<file path="src/rtl/rsa_modexp.sv">
// rsa_modexp: sequential modular exponentiation, base^exp mod N, computed
// LSB-first by square-and-multiply over exactly 2*WIDTH exponent bits.
//
// Ports:
//   clk        system clock, rising edge
//   rst_n      synchronous active-low reset
//   in_valid   one-cycle request strobe, operands sampled with it (IDLE only)
//   in_base    message/cipher word, reduced mod in_mod at capture
//   in_exp     exponent
//   in_mod     modulus N; N=0 yields result 0
//   busy       high from the cycle after acceptance through the out_valid cycle
//   out_valid  one-cycle result strobe
//   out_data   result, forced to 0 when out_valid is low
//
// state | meaning
// IDLE  | waiting for in_valid
// CALC  | one exponent bit per cycle, 2*WIDTH cycles
// DONE  | result presented for one cycle

module rsa_modexp #(
    parameter int WIDTH = 4
) (
    input  logic               clk,
    input  logic               rst_n,
    input  logic               in_valid,
    input  logic [2*WIDTH-1:0] in_base,
    input  logic [2*WIDTH-1:0] in_exp,
    input  logic [2*WIDTH-1:0] in_mod,
    output logic               busy,
    output logic               out_valid,
    output logic [2*WIDTH-1:0] out_data
);

    localparam int DW = 2 * WIDTH;
    localparam int PW = 4 * WIDTH;
    localparam int CW = $clog2(DW);

    typedef enum logic [1:0] {
        IDLE,
        CALC,
        DONE
    } state_e;

    state_e          state_q, state_d;
    logic [DW-1:0]   r_mod_q, r_mod_d;
    logic [DW-1:0]   r_exp_q, r_exp_d;
    logic [DW-1:0]   r_b_q, r_b_d;
    logic [DW-1:0]   r_res_q, r_res_d;
    logic [CW-1:0]   cnt_q, cnt_d;
    logic            busy_q, busy_d;
    logic            out_valid_q, out_valid_d;
    logic [DW-1:0]   out_data_q, out_data_d;

    logic [PW-1:0]   prod_mul;
    logic [PW-1:0]   prod_sq;
    logic            last_bit;

    // Reduction with a zero modulus is defined as 0 so N=0 never produces X.
    function automatic logic [DW-1:0] mod_red(input logic [PW-1:0] x,
                                              input logic [DW-1:0] m);
        logic [PW-1:0] mz;
        mz = {{(PW-DW){1'b0}}, m};
        return (m == '0) ? '0 : DW'(x % mz);
    endfunction

    assign prod_mul = {{DW{1'b0}}, r_res_q} * {{DW{1'b0}}, r_b_q};
    assign prod_sq  = {{DW{1'b0}}, r_b_q} * {{DW{1'b0}}, r_b_q};
    assign last_bit = (cnt_q == CW'(DW - 1));

    always_ff @(posedge clk) begin
        if (!rst_n) begin
            state_q     <= IDLE;
            r_mod_q     <= '0;
            r_exp_q     <= '0;
            r_b_q       <= '0;
            r_res_q     <= '0;
            cnt_q       <= '0;
            busy_q      <= 1'b0;
            out_valid_q <= 1'b0;
            out_data_q  <= '0;
        end else begin
            state_q     <= state_d;
            r_mod_q     <= r_mod_d;
            r_exp_q     <= r_exp_d;
            r_b_q       <= r_b_d;
            r_res_q     <= r_res_d;
            cnt_q       <= cnt_d;
            busy_q      <= busy_d;
            out_valid_q <= out_valid_d;
            out_data_q  <= out_data_d;
        end
    end

    always_comb begin
        state_d = state_q;
        case (state_q)
            IDLE:    if (in_valid) state_d = CALC;
            CALC:    if (last_bit) state_d = DONE;
            DONE:    state_d = IDLE;
            default: state_d = IDLE;
        endcase
    end

    always_comb begin
        r_mod_d = r_mod_q;
        r_exp_d = r_exp_q;
        r_b_d   = r_b_q;
        r_res_d = r_res_q;
        cnt_d   = cnt_q;
        case (state_q)
            IDLE: begin
                if (in_valid) begin
                    r_mod_d = in_mod;
                    r_exp_d = in_exp;
                    r_b_d   = mod_red({{DW{1'b0}}, in_base}, in_mod);
                    r_res_d = mod_red(PW'(1), in_mod);
                    cnt_d   = '0;
                end
            end
            CALC: begin
                if (r_exp_q[0]) r_res_d = mod_red(prod_mul, r_mod_q);
                r_b_d   = mod_red(prod_sq, r_mod_q);
                r_exp_d = r_exp_q >> 1;
                cnt_d   = cnt_q + CW'(1);
            end
            default: ;
        endcase
    end

    // Outputs are computed from the next state so they land in flops and
    // line up with the state they describe.
    always_comb begin
        busy_d      = (state_d != IDLE);
        out_valid_d = (state_d == DONE);
        out_data_d  = (state_d == DONE) ? r_res_d : '0;
    end

    assign busy      = busy_q;
    assign out_valid = out_valid_q;
    assign out_data  = out_data_q;

endmodule

</file>
<file path="config.mk">
export PLATFORM = sky130hd
export DESIGN_NAME = rsa_modexp
export DESIGN_NICKNAME = d
export VERILOG_FILES = /design/src/rtl/rsa_modexp.sv
export SDC_FILE = /design/constraint.sdc
export NUM_CORES = 1
export LEC_CHECK = 0
export CORE_ASPECT_RATIO = 0.6
export CORE_UTILIZATION = 65
export DETAILED_ROUTE_END_ITERATION = 16
export HOLD_SLACK_MARGIN = 0.05
export PLACE_DENSITY_LB_ADDON = 0.08
export SLEW_MARGIN = 40
export SYNTH_ARGS = -nofsm -noshare
export SYNTH_HDL_FRONTEND = slang
export SYNTH_SLANG_ARGS = --single-unit
</file>
<file path="constraint.sdc">
create_clock -name clk -period 43.6 [get_ports clk]
set_input_delay 8.72 -clock clk [delete_from_list [all_inputs] [get_ports clk]]
set_output_delay 8.72 -clock clk [all_outputs]
set_load 0.005 [all_outputs]
</file>
# After elaboration in Yosys (flattened, before gate mapping)
# Cells that the tools add are included.
[op_classes]
n_shift = 0
multipliers = 2
n_lt_le_gt_ge = 0
div = 4
eq_ne = 4
n_reduce_logical = 8
n_mux = 16
bitwise_logic = 0
n_addsub = 1
[ops]
columns = ["cell", "count"]
rows = [
  ["$mux 8", 8],
  ["$pmux 8 s2", 3],
  ["$mod 16x8->16", 2],
  ["$mul 8x8->16", 2],
  ["$logic_not 8->1", 2],
  ["$mod 1x8->16 const A", 1],
  ["$mod 8x8->16", 1],
  ["$pmux 3 s2", 1],
  ["$reduce_and 2->1", 3],
  ["$mux 2", 2],
  ["$pmux 2 s2", 1],
  ["$reduce_bool 2->1", 2],
  ["$add 3x1->3 const B", 1],
  ["$eq 3x3->1 const B", 1],
  ["$mux 3", 1],
  ["$eq 2x1->1 const B", 1],
  ["$eq 2x2->1 const B", 1],
  ["$logic_not 2->1", 1],
  ["$ne 2x2->1 const B", 1],
]
[totals]
n_memories = 0
word_cells = 44
ram_bits = 0
out_inout_bits = 10
register_bits = 47
romBits = 0
latchBits = 0
inputBits = 27

# Depth between registers and ports, before layout
[depth]
depth_word = 5
mapped_depth = 181
depth_no_buf = 168

# Worst setup path after synthesis
# No wires, ideal clock.
[synth_path]
path_kind = "in2reg"
startpoint = "in in_mod[0]"
endpoint = "reg r_b_q[3]"
setup_slack_ns = 4.466
stages = 145
setup_ns = 0.124
t_arrival_ns = 39.010
path_buffers = 10
t_required_ns = 43.476
path_cell_list = "inv_1 > clkbuf_1 > buf_1 > ha_1 > clkbuf_1 > nand3b_1 > nand2_1 > and3_1 > ha_1 > nor4b_1 > nor4_1 > o21a_1 > ha_1 > or4b_2 > nand3_1 > nor2_1 > ha_1 > or3_1 > [109 not listed] > nand4_1 > nor2b_1 > buf_2 > mux2_2 > ha_1 > nor2b_1 > o21ai_0 > nand2b_1 > a21o_1 > a21o_1 > o21a_1 > o21ai_0 > nand4b_1 > a221oi_1 > a32o_1 > mux2_2 > a21oi_1 > a31oi_1"
[synth_via]
elab_chain_cells = 4
word_cells_on_any_way = 5
cone_classes = "div (1); mux (3); reduce/logical (1)"
[synth_lines]
columns = ["element", "line_no", "rtl"]
rows = [
  ["start: declaration", "28", "input logic [2*WIDTH-1:0] in_mod,"],
  ["$mod 8x8->16 / $logic_not 8->1 (equally long branches)", "63", "return (m == '0) ? '0 : DW'(x % mz);"],
  ["$mux 8 (*)", "63", ""],
  ["$mux 8 (*)", "112", "if (in_valid) begin"],
  ["$pmux 8 s2 (*)", "110", "case (state_q)"],
  ["end signal: assignment", "85", "r_b_q <= r_b_d;"],
  ["end: declaration", "47", "logic [DW-1:0] r_b_q, r_b_d;"],
]
# Mark *: on every way between the ends. The rest lies on a longest branch, timed or not. The select of a mux whose other input is x is not followed.
# A chain may end at the register's enable or synchronous reset.

# Worst setup path after layout
# Ends and elaborated chain as after synthesis.

==> run metrics <==
final wirelength 86200 um; row count between 50 and 60; synthesized instance count approximately 3.8k; diodes inserted 0; Worst Setup End Kind flop; Crit path top cell by count o21a_1; Sink Count 47; Distinct cells, synth ~110; status finished clean; global-route wire length before repair ~140000 um; max_slew headroom 0.397; Ys Warns 0; Remaining Overflow, GRT 0; dominant synthesized flop cell dfxtp_1; initial antenna violation count 2; clock buffer depth 2; Critical Path RT around 44 ns; H-Tree Depth 2; endpoints failing hold 0; Synth async-reset ratio 0; Post-DP HPWL 68800 um; synthesized area 27800 um2; DR DRC count 0; core area about 42000 um2; met2 GRT Util 0.576; share of cells above drive strength 1 0.0693; Via density about 6.8; vias between 20k and 30k; M1 GR Usage 0.574; global-route usage over all layers 0.382; DR WL/cell just under 20 um; Layout Cells excl Fill roughly 4.4k; initial core utilization 0.660; GR Util met3 0.0596; TritonCTS buffer count 5; final worst-path cycle share 0.952; die area around 44000 um2; final net count between 4k and 5k; Post-synth EDFFs 0; GPL Wtd Cong 0.999; Die Y 162 um; TritonCTS clock tree done; Worst-path clk slew 0.07 ns; Max Clock Freq 24.1 MHz; Seq/Total Area, Yosys 0.0339; syn_area_per_cell roughly 7.3 um2; largest net degree at the start of global routing 41; IO Pins 37; CTS Hold Bufs 0; Setup CP Type in -> reg; crit-path max FO 40; number of global-route vias before repair between 20k and 30k; Root Driver clkbuf_16; slowest library cell on the worst path or4b_2; HP Class reg -> reg; max incr delay on CP approximately 0.65 ns; most used routing layer met2; Area Overhead vs Synth 4.40%; #FFs+latches synth 47; drt pass-1 iters 5; Setup violations, final 0; Port Buffers 36; Chip Width ~270 um; Slew Limit Fails 0; antenna viol nets, final 0; Startpoint Class primary input; worst-skew pair later-pin latency about 0.3 ns; Max Cap Viol 0; post-layout min period between 40 and 50 ns; crit path DAT about 42 ns; Inst Count DP 4353; worst slew pin tran roughly 0.9 ns; Detailed Route Iter0 Violations approximately 3.3k; Setup Skew 0.00568 ns
## repair_timing
action,in CTS,in global routing
resized for setup,0,17
setup buffers,0,6
endpoints found under the setup margin,0,21
## cells in the mapped netlist (all sizes together), types with 24 or more instances
cell / number / area [um2]
nor3: 173 / 871
clkbuf: 75 / 282
or3: 52 / 330
a21oi: 265 / 1330
inv: 202 / 758
o21ai: 208 / 1050
a31oi: 45 / 282
o21a: 159 / 1190
buf: 24 / 151
dfxtp: 47 / 941
xnor2: 126 / 1100
and2: 106 / 663
a21o: 112 / 841
nand2b: 70 / 438
a211oi: 47 / 385
fa: 65 / 1300
mux2i: 46 / 460
nand4: 33 / 206
o31ai: 77 / 578
ha: 457 / 5720
nor2: 344 / 1310
nand2: 301 / 1130
or2: 48 / 300
mux2: 108 / 1220
nor2b: 50 / 315
o211ai: 57 / 447
xor2: 84 / 736
nand3: 61 / 305
and3: 27 / 169
## logic make-up after synthesis
kind of cell / Yosys count / synth area share
xor+xnor: 210 / 0.0663
simple gates: 1351 / 0.243
compound gates: 1220 / 0.300
mux: 154 / 0.0607
fa+ha+maj: 523 / 0.253
other cells: 1 / 0.000135
flops: 47 / 0.0339
buf+inv: 302 / 0.0431
## sequential cells by signal, indices dropped and copies added (netlist names)
name,cells
state_q,2
out_valid,1
cnt_q,3
r_mod_q,8
r_res_q,8
out_data,8
r_b_q,8
busy,1
r_exp_q,8
## per-layer routing
metal | up-vias | share of wire
met3 | 113 | 0.10
met4 | 0 | 0.013
met2 | 1373 | 0.41
met1 | 13975 | 0.47
met5 | - | 0
li1 | 14198 | -
## critical path, delay by kind of cell
family          cells  cell delay (ns)
fa+ha+maj          16             4.84
mux                 7             2.39
compound gates     76            15.68
simple gates       37             8.24
buf+inv             6             1.64
## through the flow
step / utilization / cell area (um2) / setup WS, ns / setup TNS, ns / hold WS (ns)
2_1_floorplan: - / 27800 / 4.47 / 0 / 0.470
3_3_place_gp: 0.682 / 28700 / 2.23 / 0 / 0.484
3_5_place_dp: 0.682 / 28700 / 1.04 / 0 / 0.496
4_1_cts: 0.686 / 28800 / 1.19 / 0 / 0.508
5_1_grt: 0.689 / 29000 / -0.0135 / -0.0135 / 0.519
6_report: 0.689 / 29000 / 2.10 / 0 / 0.506
## final timing paths
kind,startpoint,to,slack (ns),depth (start not counted)
max,in_mod[0],r_b_q[3],2.10,142
min,r_exp_q[4],r_exp_q[3],0.51,2
max reg2reg,r_b_q[7],r_b_q[5],2.64,155
min reg2reg,r_exp_q[4],r_exp_q[3],0.51,2
## cell type report
| class | instances | area [um2] |
|---|---|---|
| multi-input combinational | 3466 | 25800 |
| fill | 3622 | 13000 |
| sequential | 47 | 942 |
| inverter | 203 | 762 |
| tap | 570 | 713 |
| timing repair buffer | 73 | 638 |
| clock buffer | 6 | 129 |
| clock inverter | 2 | 12.5 |
## layout by cell type, fill, tap and decap left out, types with 43 or more instances in the layout
master    netlist  final
mux2i_1        46     46
xor2_1         84     84
nor2b_1        49     48
mux2_2        105    105
a31oi_1        45     43
dfxtp_1        47     46
xnor2_1       126    126
or3_1          51     51
nand2_1       301    301
a21o_1        112    112
o21a_1        159    159
or2_2          44     44
nor2_1        342    336
ha_1          457    457
and2_1        105    105
fa_1           65     65
o31ai_1        77     75
o21ai_0       194    192
nand2b_1       70     70
o211ai_1       55     55
nor3_1        172    170
a21oi_1       264    263
nand3_1        61     61
inv_1         202    201
Power is left out: the tool's default activity adds up to more than one toggle a clock period on the data nets, which glitch-free logic cannot reach.
